$ cat src/rtl/pezaris_pkg.sv
// Shared definitions for the Pezaris two's-complement array multiplier.
// Used by the U-row stages and the final carry-propagate stage.
package pezaris_pkg;

    localparam int DEF_W    = 7;
    localparam int DEF_LO_W = 4;
    localparam logic [DEF_W-1:0] DEF_CORR = '0;

    typedef logic [2*DEF_W-1:0] product_t;

endpackage

$ cat src/rtl/pezaris_cpa_stage_pipe_ctl.sv
// Valid/ready control for the two-entry carry-propagate pipeline.
// Produces per-stage load enables; in_ready is combinational from out_ready.
module pezaris_pipe_ctl (
    input  logic clk,
    input  logic rst,
    input  logic in_valid,
    input  logic out_ready,
    output logic in_ready,
    output logic out_valid,
    output logic s1_load,
    output logic s2_load
);

    logic s1_valid;
    logic s2_valid;
    logic s2_can_load;

    always_comb begin
        s2_can_load = !s2_valid || out_ready;
        in_ready    = !s1_valid || s2_can_load;
        s1_load     = in_valid && in_ready;
        s2_load     = s1_valid && s2_can_load;
        out_valid   = s2_valid;
    end

    // S1 is refilled (or emptied) whenever it can accept; S2 likewise from S1.
    always_ff @(posedge clk) begin
        if (rst) begin
            s1_valid <= 1'b0;
            s2_valid <= 1'b0;
        end else begin
            if (in_ready) begin
                s1_valid <= in_valid;
            end
            if (s2_can_load) begin
                s2_valid <= s1_valid;
            end
        end
    end

endmodule

$ cat src/rtl/pezaris_cpa_stage.sv
// Final carry-propagate stage: resolves hi = u + (c << 1) + CORR in two
// pipelined halves split at LO_W and emits the product {hi, p_lo}.
module pezaris_cpa_stage
    import pezaris_pkg::*;
#(
    parameter int W    = DEF_W,
    parameter int LO_W = DEF_LO_W,
    parameter logic [W-1:0] CORR = W'(DEF_CORR)
) (
    input  logic             clk,
    input  logic             rst,
    input  logic             in_valid,
    output logic             in_ready,
    input  logic [W-1:0]     u,
    input  logic [W-1:0]     c,
    input  logic [W-1:0]     p_lo,
    output logic             out_valid,
    input  logic             out_ready,
    output logic [2*W-1:0]   p
);

    localparam int HI_W = W - LO_W;

    logic s1_load;
    logic s2_load;

    logic [LO_W-1:0] c_lo_sh;
    logic [LO_W+1:0] lo_full;

    logic [LO_W-1:0] lo_sum_q;
    logic [1:0]      k_q;
    logic [HI_W-1:0] u_hi_q;
    logic [HI_W-1:0] c_hi_q;
    logic [HI_W-1:0] corr_hi_q;
    logic [W-1:0]    p_lo_q;
    logic [HI_W-1:0] hi_up;
    logic [2*W-1:0]  p_q;

    pezaris_pipe_ctl u_ctl (
        .clk       (clk),
        .rst       (rst),
        .in_valid  (in_valid),
        .out_ready (out_ready),
        .in_ready  (in_ready),
        .out_valid (out_valid),
        .s1_load   (s1_load),
        .s2_load   (s2_load)
    );

    // With a non-zero CORR three LO_W-bit terms can carry out by up to 2,
    // so the carry into the upper half is kept two bits wide.
    always_comb begin
        c_lo_sh = LO_W'({c, 1'b0});
        lo_full = (LO_W+2)'(u[LO_W-1:0]) + (LO_W+2)'(c_lo_sh)
                + (LO_W+2)'(CORR[LO_W-1:0]);
        hi_up   = u_hi_q + c_hi_q + corr_hi_q + HI_W'(k_q);
    end

    always_ff @(posedge clk) begin
        if (rst) begin
            lo_sum_q  <= '0;
            k_q       <= '0;
            u_hi_q    <= '0;
            c_hi_q    <= '0;
            corr_hi_q <= '0;
            p_lo_q    <= '0;
        end else if (s1_load) begin
            lo_sum_q  <= lo_full[LO_W-1:0];
            k_q       <= lo_full[LO_W+1:LO_W];
            u_hi_q    <= u[W-1:LO_W];
            c_hi_q    <= c[W-2:LO_W-1];
            corr_hi_q <= CORR[W-1:LO_W];
            p_lo_q    <= p_lo;
        end
    end

    always_ff @(posedge clk) begin
        if (rst) begin
            p_q <= '0;
        end else if (s2_load) begin
            p_q <= {hi_up, lo_sum_q, p_lo_q};
        end
    end

    assign p = p_q;

endmodule
$ cat config.mk
export PLATFORM = sky130hd
export DESIGN_NAME = pezaris_cpa_stage
export DESIGN_NICKNAME = d
export VERILOG_FILES = /design/src/rtl/pezaris_pkg.sv /design/src/rtl/pezaris_cpa_stage_pipe_ctl.sv /design/src/rtl/pezaris_cpa_stage.sv
export SDC_FILE = /design/constraint.sdc
export NUM_CORES = 1
export LEC_CHECK = 0
export CORE_MARGIN = 10
export CORE_UTILIZATION = 40
export CTS_CLUSTER_SIZE = 30
export DETAILED_ROUTE_END_ITERATION = 6
export PLACE_DENSITY = 0.72
export SLEW_MARGIN = 25
export SYNTH_ARGS = -nofsm -noshare
export SYNTH_HDL_FRONTEND = slang
export SYNTH_SLANG_ARGS = --single-unit
$ cat constraint.sdc
create_clock -name clk -period 1.95 [get_ports clk]
set_input_delay 0.39 -clock clk [delete_from_list [all_inputs] [get_ports clk]]
set_output_delay 0.39 -clock clk [all_outputs]
set_load 0.005 [all_outputs]
# Word-level counts from Yosys, hierarchy flattened
# Index checks and enable logic that the tools add are counted.
dict set report classes {
  n_reduce_logical 6
  n_addsub 3
}
# cell n
set ops {}
lappend ops {{adder 4 x 4 -> 5 bit} 1}
lappend ops {{adder 3 x 2 -> 3 bit} 1}
lappend ops {{adder 3 bit} 1}
lappend ops {{logical AND 1 bit} 2}
lappend ops {{logical NOT 1 bit} 2}
lappend ops {{logical OR 1 bit} 2}
dict set report totals {
  regBits 35
  output_inout_bits 16
  inputBits 25
  elab_cells 17
}

# Depth between registers and ports, before layout
dict set report depth {
  depth_word 4
  depth_mapped 7
  depth_no_buf 7
}

# Modules after synthesis
# Synthesis repeated with hierarchy kept, for this count alone.
dict set report hier_totals {
  cells_unflattened 127
  hier_area_um2 1386.3
}
# mod n_inst cells_each area_each_um2
set modules_own_cells {}
lappend modules_own_cells {pezaris_cpa_stage 1 117 1282.5}
lappend modules_own_cells {pezaris_pipe_ctl 1 10 103.8}

# Worst setup path before layout
# OpenSTA, ideal clock, no wires.
dict set report synth_timing {
  kind {register to register}
  from {reg k_q[0]}
  to {reg p_q[12] (netlist: p[12])}
  setup_time_ns 0.129
  n_path_buf 0
  stages_incl_launch_ff 7
  slack_ns 0.487
  required_ns 1.821
  arrival_ns 1.334
  cell_sequence {dfxtp_1 > inv_1 > fa_1 > inv_1 > fa_1 > nand3_1 > a21oi_1}
}
dict set report synth_via {
  elab_chain_cells 1
}
# item line
set synth_rtl {}
lappend synth_rtl {{start, declared} pezaris_cpa_stage.sv:31} ;# logic [1:0] k_q;
lappend synth_rtl {{start signal, assigned} pezaris_cpa_stage.sv:69} ;# k_q <= lo_full[LO_W+1:LO_W];
lappend synth_rtl {{adder 3 x 2 -> 3 bit} pezaris_cpa_stage.sv:56} ;# hi_up = u_hi_q + c_hi_q + corr_hi_q + HI_W'(k_q);
lappend synth_rtl {{net hi_up[1]} pezaris_cpa_stage.sv:36} ;# logic [HI_W-1:0] hi_up;
lappend synth_rtl {{end signal, assigned} pezaris_cpa_stage.sv:81} ;# p_q <= {hi_up, lo_sum_q, p_lo_q};
lappend synth_rtl {{end, declared} pezaris_cpa_stage.sv:37} ;# logic [2*W-1:0] p_q;
# The timed path passes the listed nets, and every way through them passes these cells.
# A chain may end at the register's enable or synchronous reset.

# Worst setup path in the final report
dict set report layout_timing {
  from {in out_ready}
  to {out in_ready}
}
dict set report layout_via {
  elab_chain_cells 2
}
# item line
set layout_rtl {}
lappend layout_rtl {{start, declared} pezaris_cpa_stage.sv:18} ;# input logic out_ready,
lappend layout_rtl {{logical OR 1 bit} pezaris_cpa_stage_pipe_ctl.sv:19} ;# s2_can_load = !s2_valid || out_ready;
lappend layout_rtl {{logical OR 1 bit} pezaris_cpa_stage_pipe_ctl.sv:20} ;# in_ready = !s1_valid || s2_can_load;
lappend layout_rtl {{end, declared} pezaris_cpa_stage.sv:13} ;# output logic in_ready,
# No other way between the ends.

==> metrics.md <==
| Metric | Value |
|---|---|
| Status | completed |
| Period utilization | 93.4% |
| Slowest cell on crit path | clkdlybuf4s50_1 |
| Die ar. | 6510 um^2 |
| CTS buffer count | 5 |
| Cells along the critical path | clkdlybuf4s50_1 -> and3b_2 -> inv_4 -> dlygate4sd2_1 |
| Final WS setup | 0.130 ns |
| Post-synth top cells | a21oi_1 (35), dfxtp_1 (34), nand3_1 (29), o21ai_0 (29), clkbuf_1 (8) |
| Yosys cell types | 20 |
| PwrDens | 798 nW/um^2 |
| R2R Setup Slk | 0.35 ns |
| Slowest Stage Delay on Critical Path | 0.51 ns |
| Async set or reset register ratio after synthesis | 0% |
| Antenna Cells | 0 |
| Final Slew Violations | 0 |
| Clock latency on the worst-skew pair | 0.28 ns |
| Root Buffer | clkbuf_8 |
| First-pass GRT wire length | 5.81 mm |
| Final Hold Viols | 0 |
| Fillcell total | 316 |
| Ratio of cells with drive above 1 in the final layout | 9.80% |
| Routed len/inst | 14.3 um |
| DP Area | 1890 um^2 |
| Hold EP | p[1]$_SDFFE_PP0P_ |
| # resized after CTS | 2 |
| VDD IR max | 427 uV |
| Num ports | 41 |
| ANT nets after route | 0 |
| Mean post-synth cell area | 8.87 um^2 |
| GR Overflow Total | 0 |
| Hold depth | 2 |
| Critical Path Source Type | primary input |
| Post-route DRC | 0 |
| CP arrival | 1.43 ns |
| Starting density of the core | 42.8% |
| Setup TNS | 0 ns |
| Drt first pass iters | 4 |
| R2r worst-path depth | 7 |
| Leak | 0.733 nW |
| Most common cell in the netlist | a21oi_1 |
| Initial DRC Count | 91 |
| Reg2reg end | p[13]$_SDFFE_PP0P_ |
| Setup violators final | 0 |
| Final Cell Area | 2000 um^2 |
| Total Power | 0.00160 W |
| Path type of the worst setup path | in -> out |
| Endpoint class of the critical path | output port |
| Die height | 80.7 um |
| Largest net degree at the start of global routing | 35 |
| Worst Hold Launch | p_lo_q[1]$_SDFFE_PP0P_ |
| Crit Reg-Reg Startpoint | k_q[0]$_SDFFE_PP0P_ |
| Drt via density | 5.18 |
| DR vias | 1296 |
| Longest Clk Path Bufs | 2 |
| All-Layer GR Usage | 11.3% |
| Initial antenna violation count | 0 |
| Sink Count | 34 |
| Worst Path Max Fanout | 2 |
| Setup bufs post-CTS | 0 |
| CTS Hold Buffers Added | 0 |
| Top post-synthesis cells by area | dfxtp_1 (46%), a21oi_1 (12%), nand3_1 (9.9%) |
| Worst slew pin tran | 0.675 ns |
| GP Congestion | 0.825 |
| Fin util | 58.1% |
| Die Wd | 80.7 um |
| Row cnt | 21 |
| Port bufs | 39 |
| Mapped Area | 1470 um^2 |
| RSZ-0062 raised after global routing | false |
| Core area | 3440 um^2 |
| Max_slew headroom | 54.9% |
| Area leader, netlist | dfxtp_1 |
| HP Class | reg -> reg |
| Clk pin slew, worst setup/hold paths | 0.06 ns |
| Clock Skews | 0.00154 ns |
| Nets | 235 |
| Critical Path RT | 1.56 ns |
| Pre-CTS setup slack | -0.105 ns |
| Top FF cell, synth | dfxtp_1 |
| Maxcap violations | 0 |
| Fmax | 549 MHz |
| Area share of the largest cell type after synthesis | 46.2% |
| Synth Register Bits | 34 |
| Syn_nets | 197 |
| Final Critical Period | 1.82 ns |
| Number of global-route vias before repair | 1333 |
| Mapped Cells | 166 |
| Final wirelength | 3.57 mm |
| CTS tree | done |
| Sequential share of the synthesized area | 46.2% |
| Synthesis warning total | 0 |
| H-tree level count | 2 |
| Post-DP HPWL | 2.71 mm |
| Number of synthesized flops with an enable pin | 0 |
| Area Growth Syn to Fin | 35.9% |
-- per-layer routing --
metal | wire (um) | vias to the layer above | GRT usage (%)
met5 | 0 | - | 0
met4 | 102 | 0 | 6.57
met3 | 259 | 10 | 4.01
met2 | 1620 | 37 | 18.0
met1 | 1590 | 590 | 12.8
li1 | - | 659 | -
-- state kept, by name, indices dropped and copies added (netlist names) --
signal,count
k_q,1
c_hi_q,3
u_ctl.s1_valid,1
u_ctl.out_valid,1
lo_sum_q,4
p,14
p_lo_q,7
u_hi_q,3
-- report_power, final --
group | total [W] | internal (W) | switching [W]
combinational | 0.000202 | 0.000112 | 0.0000898
clock | 0.000645 | 0.000408 | 0.000237
sequential | 0.000749 | 0.000730 | 0.0000194
-- final cells by class --
cell class	instances	area, um^2	area share, %
Sequential cell	34	681	34.0
Inverter	7	28.8	1.44
Timing Repair Buffer	48	457	22.8
Multi-Input combinational cell	108	664	33.2
Clock buffer	6	82.6	4.13
Tap cell	46	57.6	2.88
Clock inverter	1	30.0	1.50
-- cell families after synthesis --
logic type / Yosys count / share of synthesized area [%]
and+or+nand+nor: 32 / 11.3
xor gates and xnor gates: 2 / 2.21
DFF: 34 / 46.2
buffers and inverters: 24 / 8.75
adders and majority gates: 6 / 6.63
AOI/OAI and AO/OA: 68 / 24.9
-- cell usage in the layout (no fill, tap or decap) --
cell type	instances
a311oi_1	1
and3b_2	1
buf_4	9
inv_1	6
nand2b_1	1
nor2b_1	1
clkbuf_8	6
inv_4	1
a311oi_2	2
ha_1	3
nand3_1	29
a21o_1	1
xor3_1	1
xnor2_1	1
dlygate4sd2_1	1
a21oi_1	35
o21ai_0	29
fa_1	3
clkdlybuf4s50_1	38
bufinv_16	1
dfxtp_1	34
-- critical path, delay by kind of cell --
family	cells	cell delay, ns
buffers and inverters	3	0.79
AND/OR/NAND/NOR	1	0.25
-- worst max-delay path by stage --
stage	slack (ns)	endpoint	depth (start not counted)	from
after floorplan	0.49	p[12]$_SDFFE_PP0P_	6	k_q[0]$_SDFFE_PP0P_
after detailed placement	-0.10	in_ready	4	out_ready
after global placement	-0.12	in_ready	4	out_ready
after CTS	0.14	in_ready	4	out_ready
after global routing	0.1	in_ready	4	out_ready
final	0.13	in_ready	4	out_ready
-- stage by stage --
step | hold slack [ns] | cells
after detailed placement | 0.466 | 243
after global placement | 0.461 | 243
after CTS | 0.475 | 250
after floorplan | 0.440 | 166
after global routing | 0.493 | 250
final | 0.474 | 250
(Power assumes the default switching activity.)
==> variant (config.mk and constraints unchanged) <==
Set the package constant `DEF_LO_W` to 5 (it was 4).
--- a/src/rtl/pezaris_pkg.sv
+++ b/src/rtl/pezaris_pkg.sv
@@ -4,5 +4,5 @@
 
     localparam int DEF_W    = 7;
-    localparam int DEF_LO_W = 4;
+    localparam int DEF_LO_W = 5;
     localparam logic [DEF_W-1:0] DEF_CORR = '0;
 
Check against the original RTL: same outputs for any inputs over 10 cycles, from zero or initial values and one cycle with rst high; that may be too few to reach the edited logic, so the function may still have changed.
==> variant against the unedited design <==
  * First-iteration DRC count fell by 19%
  * Total power fell by 14%
  * Final area fell by 1.3%
  * Area after synthesis fell by 1.5%
  * Critical path depth did not move
  * Sequential cell count fell by 1
  * Setup slack improved by 0.033 ns
  * Clock power fell by 33%
  * Wire length rose by 2.6%
  * Critical path type unchanged
==> variant: results (changes against the unedited design) <==
Parameter                              Value

Synthesis
  Synthesized flop and latch total    33 (-2.9%)
  Area share of fa/ha/maj cells after synthesis    6.21% (-0.41 points)
  Syn avg cell area    8.53 sq um (-3.8%)
  Synth Area in XOR/XNOR    1.81% (-0.40 points)
  Count of different cell masters after synthesis    27 (+35%)
  Net Count, Synth    201 (+2.0%)
  Seq/Total Area, Yosys    45.6% (-0.66 points)

Worst setup path
  R2R setup slack    0.53 ns (+0.18 ns)

Global routing
  GR Util All Layers    11.9% (+0.53 points)
  Via count of the first global-routing pass    1,429 (+7.2%)
  Global-route wire length before repair    6080 microns (+4.6%)

STA
  Top achievable clock speed    560 MHz (+1.9%)
  Clk_skew    0.00516 ns (+0.00362 ns)

Status
  Result of the run    complete, no violations

Route
  Violation count after the first detailed-route iteration    74 (-19%)
  WL per Instance    14.1 microns (-0.93%)
  Detailed-routing iteration count for the pre-antenna-repair pass    5 (+1)
  Post-route met1 wirelength    1490 microns (-6.7%)
  Via density per instance    5.19 (+0.17%)

Placement
  Placement Cell Area    1910 sq um (+0.93%)
  Estimated wirelength of the detail-placed design    2820 microns (+4.3%)
  Routability congestion estimate from global placement    0.761 (-7.8%)

Pwr
  P_leak    0.728 nW (-0.65%)
  Max rail drop VDD    0.389 mV (-8.9%)

Final layout
  Fillcell total    302 (-4.4%)
  Net total in the final layout    243 (+3.4%)
  Share of post-route cells with drive strength above 1    10.8% (+0.99 points)

Clocking
  Clock latency of the later-clocked register in the worst-skew pair    0.33 ns (+0.05 ns)

Min path
  Startpoint of the tightest hold check path    p_lo_q[0]$_SDFFE_PP0P_
  Hold path endpoint    p[0]$_SDFFE_PP0P_
-- variant: cell types whose count changed in the layout (fill, tap and decap cells not counted), moves of 3 or more --
| cell | delta |
|---|---|
| buf_4 | +3 |
| clkbuf_4 | +5 |
| clkbuf_8 | -4 |
| o21ai_0 | -7 |
| nand3_1 | -3 |
| o21ai_1 | +5 |
| inv_1 | +4 |
-- variant: cell type report --
cell class	instances	area [sq um]	area share (%)
flip-flops and latches	33	661	33.4
clock inverters	1	5.00	0.253
repair buffers	51	479	24.3
well taps	46	57.6	2.91
inverters	11	41.3	2.09
clock buffers	7	65.1	3.29
multi-input cells	110	667	33.8
-- variant: worst reg2reg max path: cells and delay by family (launching register included) --
family                   cells  cell delay [ns]
AO/OA/AOI/OAI                1             0.24
XOR/XNOR                     2             0.27
flip-flops                   1             0.34
buffers and inverters        1             0.06
adder cells (fa/ha/maj)      1             0.43
-- variant: power breakdown --
part | switching [mW] | internal, mW
Combinational | 0.0962 | 0.118
Sequential | 0.0180 | 0.709
Clock | 0.226 | 0.209
